## src/rtl/fetch_unit.sv

```systemverilog
// Instruction-fetch stage: owns the fetch PC, issues credit-limited in-order
// requests to instruction memory and buffers returned words with their PCs.
module fetch_unit #(
  parameter logic [31:0] RESET_PC  = 32'h0000_0000,
  parameter int unsigned BUF_DEPTH = 2
) (
  input  logic        clk,
  input  logic        rst,
  input  logic        pc_src_i,
  input  logic [31:0] pc_target_addr_i,
  input  logic        stall_f_i,
  output logic        imem_req_valid_o,
  output logic [31:0] imem_req_addr_o,
  input  logic        imem_req_ready_i,
  input  logic        imem_resp_valid_i,
  input  logic [31:0] imem_resp_data_i,
  output logic        if_valid_o,
  output logic [31:0] if_instr_o,
  output logic [31:0] if_pc_o,
  output logic [31:0] if_pc_plus_4_o
);

  localparam int PTR_W = $clog2(BUF_DEPTH);
  localparam int CNT_W = $clog2(BUF_DEPTH + 1);
  localparam logic [CNT_W:0] CREDITS = (CNT_W + 1)'(BUF_DEPTH);

  logic [31:0]      fetch_pc;
  logic [31:0]      tag_mem [BUF_DEPTH];
  logic [PTR_W-1:0] tag_wr_ptr;
  logic [PTR_W-1:0] tag_rd_ptr;
  logic [CNT_W-1:0] inflight;
  logic [CNT_W-1:0] drop_cnt;

  logic [31:0]      buf_pc    [BUF_DEPTH];
  logic [31:0]      buf_instr [BUF_DEPTH];
  logic [PTR_W-1:0] buf_wr_ptr;
  logic [PTR_W-1:0] buf_rd_ptr;
  logic [CNT_W-1:0] buf_count;

  logic [CNT_W:0]   credit_used;
  logic             req_fire;
  logic             resp_fire;
  logic             resp_keep;
  logic             buf_pop;
  logic             unused_addr_bits;

  // Stale in-flight slots still hold credit until their responses return.
  assign credit_used      = {1'b0, inflight} + {1'b0, buf_count};
  assign imem_req_valid_o = !rst && !pc_src_i && (credit_used < CREDITS);
  assign imem_req_addr_o  = fetch_pc;

  assign req_fire  = imem_req_valid_o && imem_req_ready_i;
  assign resp_fire = imem_resp_valid_i && (inflight != '0);
  assign resp_keep = resp_fire && !pc_src_i && (drop_cnt == '0);
  assign buf_pop   = if_valid_o && !stall_f_i && !pc_src_i;

  assign unused_addr_bits = ^pc_target_addr_i[1:0];

  // NOTE: sequential state uses non-blocking assignments so every register
  // samples pre-edge values regardless of statement order.
  always_ff @(posedge clk) begin
    if (rst) begin
      fetch_pc   <= RESET_PC;
      tag_wr_ptr <= '0;
      tag_rd_ptr <= '0;
      inflight   <= '0;
      drop_cnt   <= '0;
      buf_wr_ptr <= '0;
      buf_rd_ptr <= '0;
      buf_count  <= '0;
    end else begin
      inflight <= inflight + CNT_W'(req_fire) - CNT_W'(resp_fire);
      if (req_fire) begin
        tag_wr_ptr <= tag_wr_ptr + 1'b1;
        fetch_pc   <= fetch_pc + 32'd4;
      end
      if (resp_fire)
        tag_rd_ptr <= tag_rd_ptr + 1'b1;

      if (pc_src_i) begin
        fetch_pc   <= {pc_target_addr_i[31:2], 2'b00};
        drop_cnt   <= inflight - CNT_W'(resp_fire);
        buf_wr_ptr <= '0;
        buf_rd_ptr <= '0;
        buf_count  <= '0;
      end else begin
        if (resp_fire && (drop_cnt != '0))
          drop_cnt <= drop_cnt - 1'b1;
        if (resp_keep)
          buf_wr_ptr <= buf_wr_ptr + 1'b1;
        if (buf_pop)
          buf_rd_ptr <= buf_rd_ptr + 1'b1;
        buf_count <= buf_count + CNT_W'(resp_keep) - CNT_W'(buf_pop);
      end
    end
  end

  // NOTE: storage arrays carry no reset; pointers and counts define validity
  // and empty outputs are forced to zero below.
  always_ff @(posedge clk) begin
    if (req_fire)
      tag_mem[tag_wr_ptr] <= fetch_pc;
    if (resp_keep && !rst) begin
      buf_pc[buf_wr_ptr]    <= tag_mem[tag_rd_ptr];
      buf_instr[buf_wr_ptr] <= imem_resp_data_i;
    end
  end

  assign if_valid_o     = (buf_count != '0);
  assign if_instr_o     = if_valid_o ? buf_instr[buf_rd_ptr] : 32'h0;
  assign if_pc_o        = if_valid_o ? buf_pc[buf_rd_ptr] : 32'h0;
  assign if_pc_plus_4_o = if_valid_o ? buf_pc[buf_rd_ptr] + 32'd4 : 32'h0;

endmodule

```

## config.mk

```make
export PLATFORM = sky130hd
export DESIGN_NAME = fetch_unit
export DESIGN_NICKNAME = d
export VERILOG_FILES = /design/src/rtl/fetch_unit.sv
export SDC_FILE = /design/constraint.sdc
export NUM_CORES = 1
export LEC_CHECK = 0
export CAP_MARGIN = 20
export CORE_AREA = 2 2 245 175
export CTS_CLUSTER_DIAMETER = 150
export DETAILED_ROUTE_END_ITERATION = 12
export DIE_AREA = 0 0 247 177
export HOLD_SLACK_MARGIN = 0.12
export PLACE_DENSITY = 0.46
export SLEW_MARGIN = 20
export SYNTH_ARGS = -nofsm -noshare
export SYNTH_HDL_FRONTEND = slang
export SYNTH_SLANG_ARGS = --single-unit
export TNS_END_PERCENT = 5
```

## constraint.sdc

```tcl
create_clock -name clk -period 9.75 [get_ports clk]
set_clock_uncertainty 0.2 [all_clocks]
set_input_delay 0.975 -clock clk [delete_from_list [all_inputs] [get_ports clk]]
set_output_delay 0.975 -clock clk [all_outputs]
set_load 0.005 [all_outputs]
```

==> metrics.md, run 1 <==
| Metric | Value |
|---|---|
| Yosys reg bits | 226 |
| Leak | 4.305 nW |
| EDFF count, synth | 184 |
| R2R setup slack | 6.32 ns |
| Hold Vio Cnt, Final | 0 |
| GRT met3 Usage | 0.02744 |
| Int Power | 1.922 mW |
| First-pass GRT wire length | 42.49 mm |
| Reg2Reg Launch Point | buf_count[0]$_SDFF_PP0_ |
| Sw frac | 0.2384 |
| Total Neg Setup Slack | 0 ns |
| Area growth, synth to finish | 33.42% |
| Hold Path Cell Cnt | 2 |
| Total grt overflow | 0 |
| M2 GR Usage | 0.2093 |
| IO Pins | 200 |
| R2r worst-path depth | 7 |
| WP data required | 8.58 ns |
| Antenna Cells | 0 |
| Total track usage | 0.1275 |
| Hold Crit Start | tag_rd_ptr$_SDFFE_PP0P_ |
| Top delay family on crit path | compound AO/OA/AOI/OAI gates |
| Post-route cell area | 13620 um2 |
| Post-synthesis cell type count | 62 |
| CP bufs+invs | 2 |
| Period utilisation layout | 0.6267 |
| Residual DRC | 0 |
| Async SR Flop Fraction | 0 |
| Core area | 41540 um2 |
| Hold Path End | tag_rd_ptr$_SDFFE_PP0P_ |
| DR vias | 7090 |
| Max FO, Critical Path | 52 |
| H-tree depth | 1 |
| Critical Path AT | 4.94 ns |
| # setup viols final | 0 |
| Max-cap violations | 0 |
| DR WL/cell | 18.01 um |
| # hold bufs at CTS | 0 |
| Final slew viol count | 0 |
| Cells after synthesis | 818 |
| Post-CTS sizing | 0 |
| Logic gate share of total power | 0.114 |
| Die area | 43720 um2 |
| Total wire length | 28.34 mm |
| Nets | 1081 |
| GRT busiest layer | met2 |
| Clock transition at path regs | 0.06 ns |
| Register share of total power | 0.459 |
| Fmax | 0.1636 GHz |
| M1 GR Usage | 0.1734 |
| CP max-delay cell | dfxtp_4 |
| Initial antenna violation count | 0 |
| CP dominant cell by count | nand4_1 |
| CP Class | flop to primary output |
| Crit start category | flop |
| Placed cells | 1526 |
| Worst vdd ir | 0.0001212 V |
| Worst stage delay on the critical path | 0.82 ns |
| Via/cell ratio | 4.504 |
| Clock tree buffer depth | 3 |
| Clock network fraction of design power | 0.426 |
| CTS Sinks | 226 |
| Clk Latency, worst-skew pair | 0.54 ns |
| Crit path cell chain | buf_4 > nand4_1 > a22oi_1 > nand4_1 > o41ai_1 > clkdlybuf4s50_1 |
| Port bufs | 191 |
| Row count | 63 |
| Width of the die | 247 um |
| Largest net degree at the start of global routing | 75 |
| Outcome | complete, no violations |
| Power per cell area | 185.3 nW/um2 |
| Cell Area, Placed | 12670 um2 |
| Post-CTS Setup Repair Bufs | 0 |
| Routability cong. | 0.7315 |
| Synthesized area | 10210 um2 |
| Layout cells sized above 1 | 0.1096 |
| Post-route minimum period | 6.111 ns |
| Warnings, synthesis | 0 |
| Number of global-route vias before repair | 6992 |
| CTS Root Cell | clkbuf_16 |
| Cts bufs inserted | 26 |
| Die height | 177 um |
| Slew @ Worst Pin | 0.9526 ns |
| Mapped Avg Cell Area | 12.48 um2 |
| Initial Utilization | 0.2457 |
| CTS tree | yes |
| RSZ-0062 raised after global routing | no |
| Slew HR | 0.3650 |
| Layout Cells excl Fill | 1574 |
| RR Endpoint | tag_mem[0][28]$_DFFE_PP_ |
| Primary FF master, synth | edfxtp_1 |
| 1st-iter DRT viols | 382 |
| DP HPWL | 19.10 mm |
| Switch Pwr | 0.6016 mW |
| Drt pass-1 iters | 4 |
| CP Capture Type | primary output |
| Seq/Total Area, Yosys | 0.6238 |
| Final ANT Viol Nets | 0 |
| Worst min path class | flop to flop |
==> worst min-delay path: stages (launching register included) <==
cell and delay, ns:
dfxtp_1 0.32, xnor2_1 0.08, nor2_1 0.08
==> worst max path at each step <==
| stage | endpoint | depth (start not counted) | slack, ns |
|---|---|---|---|
| after floorplan | buf_instr[1][0]$_DFFE_PP_ | 3 | 1.14 |
| after global placement | if_pc_plus_4_o[31] | 6 | 4.13 |
| after detailed placement | if_pc_plus_4_o[29] | 6 | 4.16 |
| after CTS | if_pc_plus_4_o[29] | 6 | 3.55 |
| after global routing | if_pc_plus_4_o[22] | 7 | 3.21 |
| final | if_pc_plus_4_o[29] | 6 | 3.64 |
==> Yosys cell counts (11+ instances only) <==
library cell / instances / area (um2)
a31oi_1: 16 / 100.1
nand3_1: 30 / 150.1
nand2_1: 56 / 210.2
and2_1: 15 / 93.84
clkbuf_1: 22 / 82.58
edfxtp_1: 184 / 5525
o21ai_0: 17 / 85.08
buf_2: 12 / 60.06
nor2_1: 101 / 379.1
a21oi_1: 26 / 130.1
nand4_1: 15 / 93.84
nor3_1: 15 / 75.07
dfxtp_1: 42 / 840.8
mux2i_1: 64 / 640.6
mux2_2: 41 / 461.7
inv_1: 11 / 41.29
xnor2_1: 17 / 148.9
==> registers in the layout, indices dropped and copies added, names as in the netlist, named ones only <==
register / flops
inflight: 2
buf_pc: 60
tag_mem: 60
buf_rd_ptr: 1
tag_wr_ptr: 1
imem_req_addr_o: 30
tag_rd_ptr: 1
buf_wr_ptr: 1
buf_count: 2
drop_cnt: 2
buf_instr: 64
==> power by group through the flow <==
stage	clock network (mW)	logic (mW)	registers, mW
2_1_floorplan	0	0.183	1.15
3_3_place_gp	0	0.292	1.18
3_5_place_dp	0	0.294	1.18
4_1_cts	1.11	0.296	1.16
5_1_grt	1.15	0.322	1.17
6_report	1.08	0.289	1.16
==> placed cells by master (no fill, tap or decap), types with 26 or more instances in the layout <==
| cell type | count |
|---|---|
| clkdlybuf4s50_1 | 189 |
| edfxtp_1 | 184 |
| nor2_1 | 99 |
| mux2i_1 | 64 |
| nand2_1 | 56 |
| mux2_2 | 41 |
| dfxtp_1 | 40 |
| nand3_1 | 30 |
| clkbuf_16 | 27 |
| a21oi_1 | 26 |
==> logic make-up after synthesis <==
group                    count (synthesis)  synth area share
buffers and inverters                   62           0.02869
adder cells (fa/ha/maj)                  9           0.01177
multiplexers                           105            0.1080
XOR/XNOR                                25           0.02145
flip-flops                             226            0.6238
AO/OA/AOI/OAI                          107           0.06976
AND/OR/NAND/NOR                        283            0.1362
other                                    1         0.0003674
==> metal layers <==
metal  vias to the layer above  wire (um)
li1                       3422          -
met1                      3455      13050
met2                       177      13360
met3                        36       1469
met4                         0        459
met5                         -          0
==> area by class of cell <==
| cell class | count | area (um2) |
|---|---|---|
| Clock buffer | 28 | 679.4 |
| Timing Repair Buffer | 200 | 1969 |
| Inverter | 13 | 48.80 |
| Clock inverter | 20 | 269.0 |
| Tap cell | 552 | 690.7 |
| Fill cell | 4139 | 27920 |
| Multi-Input combinational cell | 535 | 3588 |
| Sequential cell | 226 | 6371 |
==> through the flow <==
step                worst slack [ns]  hold WS [ns]    util  total power, mW
finish                         3.639        0.3132  0.3278            2.523
global placement               4.134        0.2942  0.3050            1.474
floorplan                      1.137        0.2813       -            1.335
global route                   3.210        0.3532  0.3278            2.638
CTS                            3.546        0.3176  0.3278            2.568
detailed placement             4.157        0.2981  0.3050            1.477
Note: power is estimated with default switching activity, not from simulation.
==> run 2: changes to the inputs <==
- PLACE_DENSITY: 0.46 -> 0.48
- clock period: 9.75 -> 5.2 ns (I/O delays scaled with it)
==> run 2 against run 1 <==
  * Die area did not move
  * Combinational power rose by 90%
  * Largest cell class unchanged
  * Highest routed layer unchanged
  * Non-clock buffer count rose by 3
  * Sequential share of layout area fell by 0.11 points
  * Flip-flop and latch count did not move
  * Power rose by 87%
  * Largest power group unchanged
  * Cell count rose by 0.19%
  * Register-to-register slack got worse by 4.5 ns
  * Global-route usage rose by 0.50 points
  * First-iteration DRC count rose by 36%
==> metrics.md, run 2 (same netlist as run 1, synthesis figures left out) <==
| Metric | Value |
|---|---|
| Leak | 4.325 nW (+0.47%) |
| Initial antenna violation count | 0 (unchanged) |
| Final slew viol count | 0 (unchanged) |
| CTS Sinks | 226 (unchanged) |
| Placed cells | 1529 (+0.20%) |
| DR vias | 7165 (+1.1%) |
| CTS Root Cell | clkbuf_16 |
| DP HPWL | 19.63 mm (+2.8%) |
| Number of global-route vias before repair | 7031 (+0.56%) |
| Commonest non-fill, non-tap cell in the layout | clkdlybuf4s50_1 |
| Clock transition at path regs | 0.06 ns (about the same) |
| # hold bufs at CTS | 0 (unchanged) |
| Routability cong. | 0.7691 (+5.1%) |
| Post-route minimum period | 4.520 ns |
| Max FO, Critical Path | 35 (-33%) |
| Die height | 177 um (unchanged) |
| RSZ-0062 raised after global routing | no |
| Hold Vio Cnt, Final | 0 (unchanged) |
| CTS tree | yes |
| Dpl ws | 1.191 ns (-2.966 ns) |
| Clk Latency, worst-skew pair | 0.55 ns (about the same) |
| Fillers | 4142 (+0.072%) |
| Width of the die | 247 um (unchanged) |
| Power per cell area | 345.7 nW/um2 (+87%) |
| Largest net degree at the start of global routing | 77 (+2.7%) |
| Clock tree buffer depth | 3 (unchanged) |
| Drt pass-1 iters | 6 (+2) |
| Row count | 63 (unchanged) |
| Nets | 1084 (+0.28%) |
| Antenna Cells | 0 (unchanged) |
| Total track usage | 0.1326 (+0.005009) |
| DR WL/cell | 18.64 um (+3.5%) |
| Port bufs | 191 (unchanged) |
| Register with the most flip-flops | buf_instr |
| CP Class | flop to primary output |
| Die area | 43720 um2 (unchanged) |
| Post-CTS Setup Repair Bufs | 0 (unchanged) |
| Layout cells sized above 1 | 0.1141 (+0.004557) |
| IO Pins | 200 (unchanged) |
| Fmax | 0.2212 GHz |
| Fin worst setup slack | 0.6798 ns (-2.959 ns) |
| H-tree depth | 1 (unchanged) |
| Total grt overflow | 0 (unchanged) |
| Slew HR | 0.3288 (-0.03612) |
| Worst vdd ir | 0.0002072 V (+71%) |
| Max-cap violations | 0 (unchanged) |
| Layout Cells excl Fill | 1577 (+0.19%) |
| Biggest regs | buf_instr x64, buf_pc x60, tag_mem x60 |
| Outcome | complete, no violations |
| Period utilisation layout | 0.8693 |
| Post-CTS sizing | 0 (unchanged) |
| # setup viols final | 0 (unchanged) |
| Slew @ Worst Pin | 1.007 ns (+0.05417 ns) |
| Most frequent cells in the layout | clkdlybuf4s50_1 (189), edfxtp_1 (184), nor2_1 (99), mux2i_1 (64), nand2_1 (56) |
| Total Neg Setup Slack | 0 ns (unchanged) |
| WP data required | 4.48 ns (-4.10 ns) |
| 1st-iter DRT viols | 518 (+36%) |
| CP Capture Type | primary output |
| Final ANT Viol Nets | 0 (unchanged) |
| Area growth, synth to finish | 33.73% |
| Initial Utilization | 0.2457 (unchanged) |
| Critical Path AT | 3.80 ns (-1.14 ns) |
| Worst min path class | flop to flop |
| Crit start category | flop |
| First-pass GRT wire length | 44.06 mm (+3.7%) |
| Residual DRC | 0 (unchanged) |
| Largest register FFs | 64 (unchanged) |
| Cts bufs inserted | 26 (unchanged) |
| Core area | 41540 um2 (unchanged) |
| Via/cell ratio | 4.543 (+0.87%) |
| Total wire length | 29.39 mm (+3.7%) |
## run 2: worst paths after layout
path                                              start                  endpoint  slack [ns]  cells past startpoint
worst max register to register  buf_count[0]$_SDFF_PP0_  tag_mem[0][12]$_DFFE_PP_        1.87                      7
worst min-delay path            tag_rd_ptr$_SDFFE_PP0P_                      flop        0.32                      2
worst max-delay path                               flop        if_pc_plus_4_o[22]        0.68                      9
worst min register to register  tag_rd_ptr$_SDFFE_PP0P_                      flop        0.32                      2
## run 2: per-stage QoR
stage / hold slack (ns) / total power [mW] / area [um2] / util
2_1_floorplan: 0.2813 / 2.504 / 10230 / -
3_3_place_gp: 0.2961 / 2.775 / 12710 / 0.3060
3_5_place_dp: 0.3130 / 2.781 / 12710 / 0.3060
4_1_cts: 0.3125 / 4.802 / 13650 / 0.3285
5_1_grt: 0.3352 / 4.931 / 13650 / 0.3285
6_report: 0.3243 / 4.719 / 13650 / 0.3285
## run 2: per-layer routing
layer / GRT usage / wire, um / vias up
li1: - / - / 3434
met5: 0 / 0 / -
met3: 0.03214 / 1648 / 37
met4: 0.02761 / 525 / 0
met2: 0.2199 / 13970 / 165
met1: 0.1756 / 13240 / 3529
## run 2: final cells by class
type | instances | area [um2] | share of cell area
flip-flops and latches | 226 | 6371 | 0.4668
multi-input cells | 535 | 3598 | 0.2637
repair buffers | 203 | 2004 | 0.1469
clock buffers | 29 | 693.2 | 0.05079
well taps | 552 | 690.7 | 0.05060
clock inverters | 19 | 241.5 | 0.01769
inverters | 13 | 48.80 | 0.003575
## run 2: where the power goes
| part | switching, mW | total (mW) | internal [mW] |
|---|---|---|---|
| logic | 0.265 | 0.550 | 0.285 |
| registers | 0.101 | 2.17 | 2.07 |
| clock network | 0.780 | 1.99 | 1.21 |
| total | 1.15 | 4.72 | 3.57 |
## run 2: critical path, cell delays in order, from the launching register on
cell and delay, ns:
dfxtp_4 0.66, mux2_2 0.29, ha_1 0.20, inv_1 0.07, a211oi_2 0.48, nand4_1 0.19
buf_4 0.24, a211oi_1 0.25, mux2_2 0.39, clkdlybuf4s50_1 0.45
==> run 3: changes to the inputs <==
- SLEW_MARGIN: 20 -> 40
==> run 3 against run 2 <==
  * Wire length about the same
  * First-iteration DRC count down 8.1%
  * Highest routed layer unchanged
  * Critical path depth unchanged
  * Cell count about the same
  * Power up 0.92%
  * Largest power group unchanged
  * Register-to-register slack worse by 0.02 ns
  * Cell area up 0.39%
  * Via count up 0.27%
  * Worst setup slack worse by 0.014 ns
  * Die area unchanged
==> metrics.md, run 3 (same netlist as run 1, synthesis figures left out) <==
| Metric | Value |
|---|---|
| Outcome | complete, no violations |
| Total track usage | 0.1320 (-0.0005492) |
| Antenna Cells | 0 (unchanged) |
| Period utilisation layout | 0.8720 (+0.002692) |
| CTS Root Cell | clkbuf_16 |
| CP dominant cell by count | mux2_2 |
| Die area | 43720 um2 (unchanged) |
| Post-route cell area | 13700 um2 (+0.39%) |
| Post-CTS Setup Repair Bufs | 0 (unchanged) |
| Max FO, Critical Path | 35 (unchanged) |
| WHS | 0.3194 ns (-0.004939 ns) |
| IO Pins | 200 (unchanged) |
| Register with the most flip-flops | buf_instr |
| Slew HR | 0.4630 (+0.1342) |
| CP bufs+invs | 3 (unchanged) |
| 1st-iter DRT viols | 476 (-8.1%) |
| Max-cap violations | 0 (unchanged) |
| Die height | 177 um (unchanged) |
| H-tree depth | 1 (unchanged) |
| Core area | 41540 um2 (unchanged) |
| DR vias | 7184 (+0.27%) |
| Initial antenna violation count | 0 (unchanged) |
| WP data required | 4.48 ns (about the same) |
| # setup viols final | 0 (unchanged) |
| CP Capture Type | primary output |
| Switch Pwr | 1.148 mW (+0.23%) |
| DR WL/cell | 18.62 um (-0.10%) |
| Crit start category | flop |
| Number of global-route vias before repair | 7080 (+0.70%) |
| Clk Latency, worst-skew pair | 0.54 ns (about the same) |
| CTS Sinks | 226 (unchanged) |
| First-pass GRT wire length | 43.93 mm (-0.31%) |
| Int Power | 3.614 mW (+1.1%) |
| Fmax | 0.2205 GHz (-0.31%) |
| DP HPWL | 19.59 mm (-0.17%) |
| Crit path cell chain | mux2_2 > ha_1 > inv_1 > a211oi_2 > nand4_1 > buf_4 > a211oi_1 > mux2_2 > clkdlybuf4s50_1 |
| Register Area | 6374 um2 (about the same) |
| Nets | 1085 (+0.092%) |
| Clock tree buffer depth | 3 (unchanged) |
| Post-route minimum period | 4.534 ns (+0.01400 ns) |
| Multi-input logic area | 3606 um2 (+0.21%) |
| Final slew viol count | 0 (unchanged) |
| Worst path depth | 9 (unchanged) |
| Largest net degree at the start of global routing | 77 (unchanged) |
| Layout cells sized above 1 | 0.1160 (+0.001838) |
| Worst min path class | flop to flop |
| Slew @ Worst Pin | 0.8005 ns (-0.2063 ns) |
| Critical Path AT | 3.81 ns (about the same) |
| Leak | 4.322 nW (about the same) |
| Port bufs | 191 (unchanged) |
| Most frequent cells in the layout | clkdlybuf4s50_1 (189), edfxtp_1 (184), nor2_1 (99), mux2i_1 (64), nand2_1 (56) |
| Routability cong. | 0.7691 (unchanged) |
| CP Class | flop to primary output |
| Clock network fraction of design power | 0.427 (+0.004) |
| R2r worst-path depth | 7 (unchanged) |
| Largest register FFs | 64 (unchanged) |
| Total wire length | 29.38 mm (about the same) |
| Width of the die | 247 um (unchanged) |
| RSZ-0062 raised after global routing | no |
| # hold bufs at CTS | 0 (unchanged) |
| Top delay family on crit path | buffers and inverters |
| Worst Setup EP | if_pc_plus_4_o[22] |
| Initial Utilization | 0.2457 (unchanged) |
| Drt pass-1 iters | 4 (-2) |
| Post-CTS sizing | 0 (unchanged) |
| Area growth, synth to finish | 34.25% |
| Residual DRC | 0 (unchanged) |
| RR Endpoint | tag_mem[0][12]$_DFFE_PP_ |
| CTS tree | yes |
| Biggest regs | buf_instr x64, buf_pc x60, tag_mem x60 |
| Tot Pwr | 4.762 mW (+0.92%) |
| Worst vdd ir | 0.0002127 V (+2.6%) |
| Clock transition at path regs | 0.07 ns (about the same) |
| Sw frac | 0.2412 (-0.001671) |
| Fillers | 4123 (-0.46%) |
| Final ANT Viol Nets | 0 (unchanged) |
| Logic gate share of total power | 0.116 (about the same) |
| CP max-delay cell | dfxtp_4 |
| Power per cell area | 347.5 nW/um2 (+0.52%) |
| R2R setup slack | 1.85 ns (-0.02 ns) |
| Cts bufs inserted | 26 (unchanged) |
| Worst stage delay on the critical path | 0.67 ns (about the same) |
| Cell Area, Placed | 12730 um2 (+0.17%) |
| Register share of total power | 0.457 (-0.004) |
| Commonest non-fill, non-tap cell in the layout | clkdlybuf4s50_1 |
| Via/cell ratio | 4.553 (+0.20%) |
| Total grt overflow | 0 (unchanged) |
| Row count | 63 (unchanged) |
| Hold Vio Cnt, Final | 0 (unchanged) |
| Reg2Reg Launch Point | buf_count[0]$_SDFF_PP0_ |
==> run 3: cell types whose count changed in the layout (fill, tap and decap cells not counted), moves of 3 or more <==
cell        previous run  this run
buf_6                  0         3
buf_4                 11         8
clkinv_2               6         2
clkinvlp_4             3         8
==> run 3: worst min-delay path by stage <==
stage / start / endpoint / slack [ns] / depth (start not counted)
finish: tag_rd_ptr$_SDFFE_PP0P_ / flop / 0.32 / 2
global route: imem_resp_data_i[11] / buf_instr[1][11]$_DFFE_PP_ / 0.33 / 1
CTS: pc_target_addr_i[9] / imem_req_addr_o[9]$_SDFFE_PP0P_ / 0.32 / 3
detailed placement: tag_rd_ptr$_SDFFE_PP0P_ / flop / 0.31 / 2
global placement: tag_rd_ptr$_SDFFE_PP0P_ / tag_rd_ptr$_SDFFE_PP0P_ / 0.30 / 2
floorplan: tag_rd_ptr$_SDFFE_PP0P_ / flop / 0.28 / 2
==> run 3: area by class of cell <==
type / instances / share of cell area
Sequential cell: 226 / 0.4652
Inverter: 13 / 0.003561
Clock buffer: 28 / 0.04958
Multi-Input combinational cell: 535 / 0.2632
Clock inverter: 20 / 0.02064
Tap cell: 552 / 0.05041
Timing Repair Buffer: 204 / 0.1475
==> run 3: worst register-to-register path, delay by kind of cell, from the launching register on <==
family,cells,cell delay (ns)
buffers and inverters,2,0.58
adder cells (fa/ha/maj),1,0.45
AND/OR/NAND/NOR,4,1.39
flip-flops,1,0.40
==> run 3: metal layers <==
metal / routed length, um / track usage
met2: 14070 / 0.2209
met3: 1478 / 0.03260
met5: 0 / 0
met1: 13320 / 0.1734
met4: 514 / 0.02610
==> run 3: power by group through the flow <==
stage | sequential [mW] | combinational (mW) | clock [mW]
CTS | 2.18 | 0.564 | 2.09
global placement | 2.22 | 0.556 | 0
floorplan | 2.16 | 0.343 | 0
detailed placement | 2.22 | 0.560 | 0
global route | 2.19 | 0.608 | 2.18
finish | 2.18 | 0.551 | 2.03
==> run 3: per-stage QoR <==
stage / std cells / TNS, ns / worst slack, ns / utilization
global route: 1578 / 0 / 0.4423 / 0.3298
detailed placement: 1529 / 0 / 1.199 / 0.3066
floorplan: 823 / -163.51 / -2.637 / -
finish: 1578 / 0 / 0.6658 / 0.3298
global placement: 1529 / 0 / 1.231 / 0.3060
CTS: 1577 / 0 / 0.6066 / 0.3297
